## config.mk

```make
export PLATFORM = sky130hd
export DESIGN_NAME = register_file
export DESIGN_NICKNAME = d
export VERILOG_FILES = /design/src/rtl/register_file.sv
export SDC_FILE = /design/constraint.sdc
export NUM_CORES = 2
export LEC_CHECK = 0
export CORE_AREA = 2 2 312 314
export CTS_CLUSTER_DIAMETER = 100
export DETAILED_ROUTE_END_ITERATION = 7
export DIE_AREA = 0 0 314 316
export GPL_TIMING_DRIVEN = 0
export HOLD_SLACK_MARGIN = 0.08
export PLACE_DENSITY = 0.79
export SYNTH_ARGS = -nofsm -noshare
export SYNTH_HDL_FRONTEND = slang
export SYNTH_SLANG_ARGS = --single-unit
```

## constraint.sdc

```tcl
create_clock -name CLK -period 11.84 [get_ports CLK]
set_input_delay 1.184 -clock CLK [delete_from_list [all_inputs] [get_ports CLK]]
set_output_delay 1.184 -clock CLK [all_outputs]
set_load 0.02 [all_outputs]
```

## src/rtl/register_file.sv

```systemverilog
// MiniMIPS 32-entry general-purpose register file feeding the ALU.
// Registered dual read with write-first bypass; r0 reads zero, $sp resets to top of data memory.
module register_file #(
   parameter int                DATA_WIDTH = 32,
   parameter int                ADDR_WIDTH = 5,
   parameter int                SP_INDEX   = 29,
   parameter logic [DATA_WIDTH-1:0] SP_RESET = 32'h03ffffff
) (
   input  logic                  CLK,
   input  logic                  RST,
   input  logic                  READ,
   input  logic                  WRITE,
   input  logic [ADDR_WIDTH-1:0] ADDR_R1,
   input  logic [ADDR_WIDTH-1:0] ADDR_R2,
   input  logic [ADDR_WIDTH-1:0] ADDR_W,
   input  logic [DATA_WIDTH-1:0] DATA_W,
   output logic [DATA_WIDTH-1:0] DATA_R1,
   output logic [DATA_WIDTH-1:0] DATA_R2,
   output logic                  RD_VALID
);

   localparam int DEPTH = 2 ** ADDR_WIDTH;

   logic [DATA_WIDTH-1:0] regs_q [DEPTH];
   logic [DATA_WIDTH-1:0] dataR1_q, dataR1_d;
   logic [DATA_WIDTH-1:0] dataR2_q, dataR2_d;
   logic                  rdValid_q, rdValid_d;
   logic                  writeEn;
   logic                  bypassR1;
   logic                  bypassR2;

   // Writes to r0 are dropped so the array entry stays zero forever.
   assign writeEn  = WRITE && (ADDR_W != '0);
   assign bypassR1 = writeEn && (ADDR_W == ADDR_R1);
   assign bypassR2 = writeEn && (ADDR_W == ADDR_R2);

   always_ff @(posedge CLK) begin
      if (RST) begin
         for (int i = 0; i < DEPTH; i++) begin
            regs_q[i] <= (i == SP_INDEX) ? SP_RESET : '0;
         end
      end else if (writeEn) begin
         regs_q[ADDR_W] <= DATA_W;
      end
   end

   // Read path: hold outputs when idle; a same-edge write wins over the stored value.
   always_comb begin
      dataR1_d  = dataR1_q;
      dataR2_d  = dataR2_q;
      rdValid_d = 1'b0;
      if (READ) begin
         rdValid_d = 1'b1;
         if (ADDR_R1 == '0) begin
            dataR1_d = '0;
         end else if (bypassR1) begin
            dataR1_d = DATA_W;
         end else begin
            dataR1_d = regs_q[ADDR_R1];
         end
         if (ADDR_R2 == '0) begin
            dataR2_d = '0;
         end else if (bypassR2) begin
            dataR2_d = DATA_W;
         end else begin
            dataR2_d = regs_q[ADDR_R2];
         end
      end
   end

   always_ff @(posedge CLK) begin
      if (RST) begin
         dataR1_q  <= '0;
         dataR2_q  <= '0;
         rdValid_q <= 1'b0;
      end else begin
         dataR1_q  <= dataR1_d;
         dataR2_q  <= dataR2_d;
         rdValid_q <= rdValid_d;
      end
   end

   assign DATA_R1  = dataR1_q;
   assign DATA_R2  = dataR2_q;
   assign RD_VALID = rdValid_q;

endmodule
```

# [After elaboration in Yosys (flattened, before gate mapping)]
# Memories as Yosys holds them, arrays and structs flattened.
# Index checks and enable logic that the tools add are counted.
[word_totals] reg_bits=65 ram_bits=1024 input_bits=51 output_inout_bits=65 mem_count=1
[classes] n_eq_ne=2 mux=13 n_reduce_logical=7
[memory_table] memory="regs_q" depth=32 word_bits=32 read_ports=2 rd_clocked_by_memory_dff=0 write_ports=32 line_no="24" source="logic [DATA_WIDTH-1:0] regs_q [DEPTH];"
[ops] operator="2-to-1 mux 32 bit" count=5
[ops] operator="OR reduction 32 bit" count=1
[ops] operator="== test 5 bit" count=2
[ops] operator="zero test 5 bit" count=2
[ops] operator="2-to-1 mux 1 bit" count=7
[ops] operator="2-to-1 mux 5 bit" count=1
[ops] operator="nonzero test 5 bit" count=1
[ops] operator="logical AND 1 bit" count=3

# [Depth between registers and ports, before layout]
[logic_depth] depth_word=7 depth_mapped=9 mapped_depth_nobuf=5

# [Worst setup path after synthesis]
# Ideal clock, no wire load.
[synth_path] path_kind="input to register" from="in ADDR_W[3]" to="mem regs_q[12][0], enable pin" setup_time_ns=0.466 t_arrival_ns=4.334 t_required_ns=11.374 path_slack_ns=7.040 cell_stages=6 n_path_buf=3 cell_sequence="buf_2 -> or3_1 -> buf_4 -> nand4bb_1 -> clkbuf_1 -> o21ai_0"
[synth_rtl] element="start: declaration" line_no="15" source="input logic [ADDR_WIDTH-1:0] ADDR_W,"
[synth_rtl] element="end: declaration" line_no="24"

# [Worst setup path in the final report]
[layout_path] from="in ADDR_R2[4]" to="reg dataR2_q[19] (netlist: DATA_R2[19])"
[layout_via] elab_chain_len=4 elab_cells_between_ends=6
[layout_lines] element="start: declaration" line_no="14" source="input logic [ADDR_WIDTH-1:0] ADDR_R2,"
[layout_lines] element="parallel branches: the longest is 3 deep, another holds memory read (32 x 32 bit)"
[layout_lines] element="2-to-1 mux 32 bit (*)" line_no="61" source="if (ADDR_R2 == '0) begin"
[layout_lines] element="end signal: assignment" line_no="78" source="dataR2_q <= dataR2_d;"
[layout_lines] element="end: declaration" line_no="26" source="logic [DATA_WIDTH-1:0] dataR2_q, dataR2_d;"
# Every way passes the cells marked *.
# A chain may end at the register's enable or synchronous reset.

==> results.json <==
{
  "yosysSeqAreaShare_pct": 56.1,
  "drt_iter0_drc": 8705,
  "wl_per_cell_um": 37.5,
  "die_width_um": 314,
  "p_int_w": 0.00705,
  "finalMaxSlewViolations": 14,
  "ys_seq_elements": 1089,
  "grt_max_degree": 24,
  "grt_util_all_layers_pct": 43.5,
  "drt_wl_total_um": 218000,
  "path_clk_slew_ns": 0.06,
  "cts-root-buf": "clkbuf_16",
  "timing.hold.ws_ns": 0.569,
  "hold_violations": 0,
  "worstPathRequired_ns": 12.49,
  "area_growth_pct": 13.7,
  "place_congestion": 1.02,
  "layout_common_cells": "edfxtp_1, and2_1, mux2i_1",
  "worst_pin_slew_ns": 1.57,
  "place_ws_ns": 6.52,
  "layout_commonest_cell": "edfxtp_1",
  "postSynthAreaPerCell_um2": 13.8,
  "place_hpwl_um": 151000,
  "finalNetCount": 4465,
  "clock_power_share_pct": 39.3,
  "async_flop_share_pct": 0,
  "pwr-share-seq_pct": 47.9,
  "ant_nets": 0,
  "p_leak_nw": 22.9,
  "path_class": "in2reg",
  "core-area_um2": 96000,
  "violations": "design-rule violations, max-capacitance violations, max-slew violations",
  "grt_pass1_vias": 41300,
  "postCtsSetupBuffers": 0,
  "synth-edff-count": 1024,
  "cts_num_sinks": 1089,
  "critPathLaunchType": "input port",
  "finClkSkew_ns": 0.0248,
  "yosys.area.top_type": "edfxtp_1",
  "avgViaCountPerCell": 7.37,
  "drcViolationCount": 1,
  "drive_gt1_share_pct": 15.0,
  "grt_pass1_wl_um": 298000,
  "hp-class": "reg2reg",
  "synth_cells": 4123,
  "cts_resized": 0,
  "grt-ovfl-total": 0,
  "fp.dieArea_um2": 99200,
  "status": "finished with violations",
  "fmax_mhz": 186,
  "maxCapViolCount": 3,
  "clock_latency_ns": 0.72,
  "nFillCells": 6623,
  "cts_max_path_buffers": 3,
  "rsz0062_at_grt": "false",
  "ys_types": 43,
  "via_count": 42700,
  "irDropWorstVdd_mv": 0.130,
  "finalSetupViolCount": 0,
  "antenna_found_initial": 27,
  "htree_levels": 3,
  "power_frac_comb_pct": 12.7,
  "p_switching_w": 0.00247,
  "synth_ff_type": "edfxtp_1",
  "setup_ws_ns": 6.45,
  "boundaryPins": 116,
  "ys_warn_count": 0,
  "synthDominantCellAreaShare_pct": 53.9,
  "start_util_pct": 59.5,
  "setup_tns_ns": 0,
  "path_max_fanout": 10,
  "cts_buffers": 113,
  "cts_tree": "done",
  "synth.area.top_cells": "edfxtp_1, mux4_2, and2_1",
  "slew_headroom_pct": -4.69,
  "fp-row-count": 114,
  "final.min_clock_period_ns": 5.39,
  "switching_share_pct": 25.9,
  "finalPower_w": 0.00952,
  "fin_crit_sh_pct": 45.5,
  "critPathCaptureType": "register",
  "die_y_um": 316,
  "drtPass1Iterations": 8,
  "postCtsHoldBufs": 0,
  "portBuffers": 106,
  "critPathArrivalTime_ns": 6.04,
  "powerDensity_nw_per_um2": 147,
  "fin_util_pct": 67.6,
  "netlist_area_um2": 57100
}
## power groups by stage
stage | combinational [W] | sequential (W) | clock (W)
after global routing | 0.00122 | 0.00458 | 0.00383
final | 0.00121 | 0.00456 | 0.00375
after global placement | 0.00107 | 0.00464 | 0
after detailed placement | 0.00114 | 0.00463 | 0
after floorplan | 0.000639 | 0.00462 | 0
after CTS | 0.00114 | 0.00455 | 0.00369
## Yosys cell counts, drive strengths merged (32+ instances only)
cell type,n
dfxtp,65
or3,59
mux2i,392
a211oi,62
edfxtp,1024
nor2b,68
and2,1002
mux4,316
a22o,32
nor2,68
nor3,33
a22oi,227
clkbuf,307
a21oi,130
buf,133
a221o,32
a221oi,64
o21ai,64
## area by class of cell
type	instances	area (um^2)	share of cell area [%]
Sequential cell	1089	32100	49.4
Multi-Input combinational cell	2623	23600	36.4
Clock buffer	150	3160	4.87
Timing Repair Buffer	145	1920	2.96
Buffer	440	1870	2.88
Tap cell	1276	1600	2.46
Clock inverter	60	653	1.01
Antenna cell	14	35.0	0.0540
Inverter	2	7.51	0.0116
## critical path, cell delays in order
cell	delay, ns
clkdlybuf4s50_1	0.69
clkbuf_1	0.54
inv_1	0.63
nor2_1	0.93
clkbuf_1	0.63
a22oi_1	0.34
a21oi_1	0.86
or3_1	0.22
## cells by family after synthesis
logic type      share of synthesized area, %
compound gates                          7.68
xor+xnor                               0.153
buf+inv                                 3.28
flops                                   56.1
mux                                     19.3
other cells                          0.00657
simple gates                            13.4
## through the flow
stage | std cells | instance area (um^2)
2_1_floorplan | 4154 | 57200
3_3_place_gp | 5536 | 59900
3_5_place_dp | 5573 | 61100
4_1_cts | 5783 | 64900
5_1_grt | 5785 | 64900
6_report | 5799 | 64900
## path summary, 6_finish.rpt
check	startpoint	end	slack (ns)	depth (start not counted)
setup / recovery	ADDR_R2[4]	DATA_R2[19]	6.45	8
hold / removal	DATA_R2[15]	DATA_R2[15]	0.57	2
setup reg to reg	regs_q[21][23]	DATA_R1[23]	8.73	5
hold reg to reg	DATA_R2[15]	DATA_R2[15]	0.57	2
## state kept, by name, summed over array words and instances, names as in the netlist
register  count
regs_q     1024
DATA_R1      32
DATA_R2      32
RD_VALID      1
## routing by layer
layer | track usage, % | vias up | share of wire, %
li1 | - | 16300 | -
met1 | 53.2 | 20900 | 32
met2 | 63.0 | 4416 | 42
met3 | 22.9 | 1056 | 20
met4 | 22.0 | 40 | 6.4
met5 | 0.521 | - | 0.24
Power figures use the tool's default switching activity.
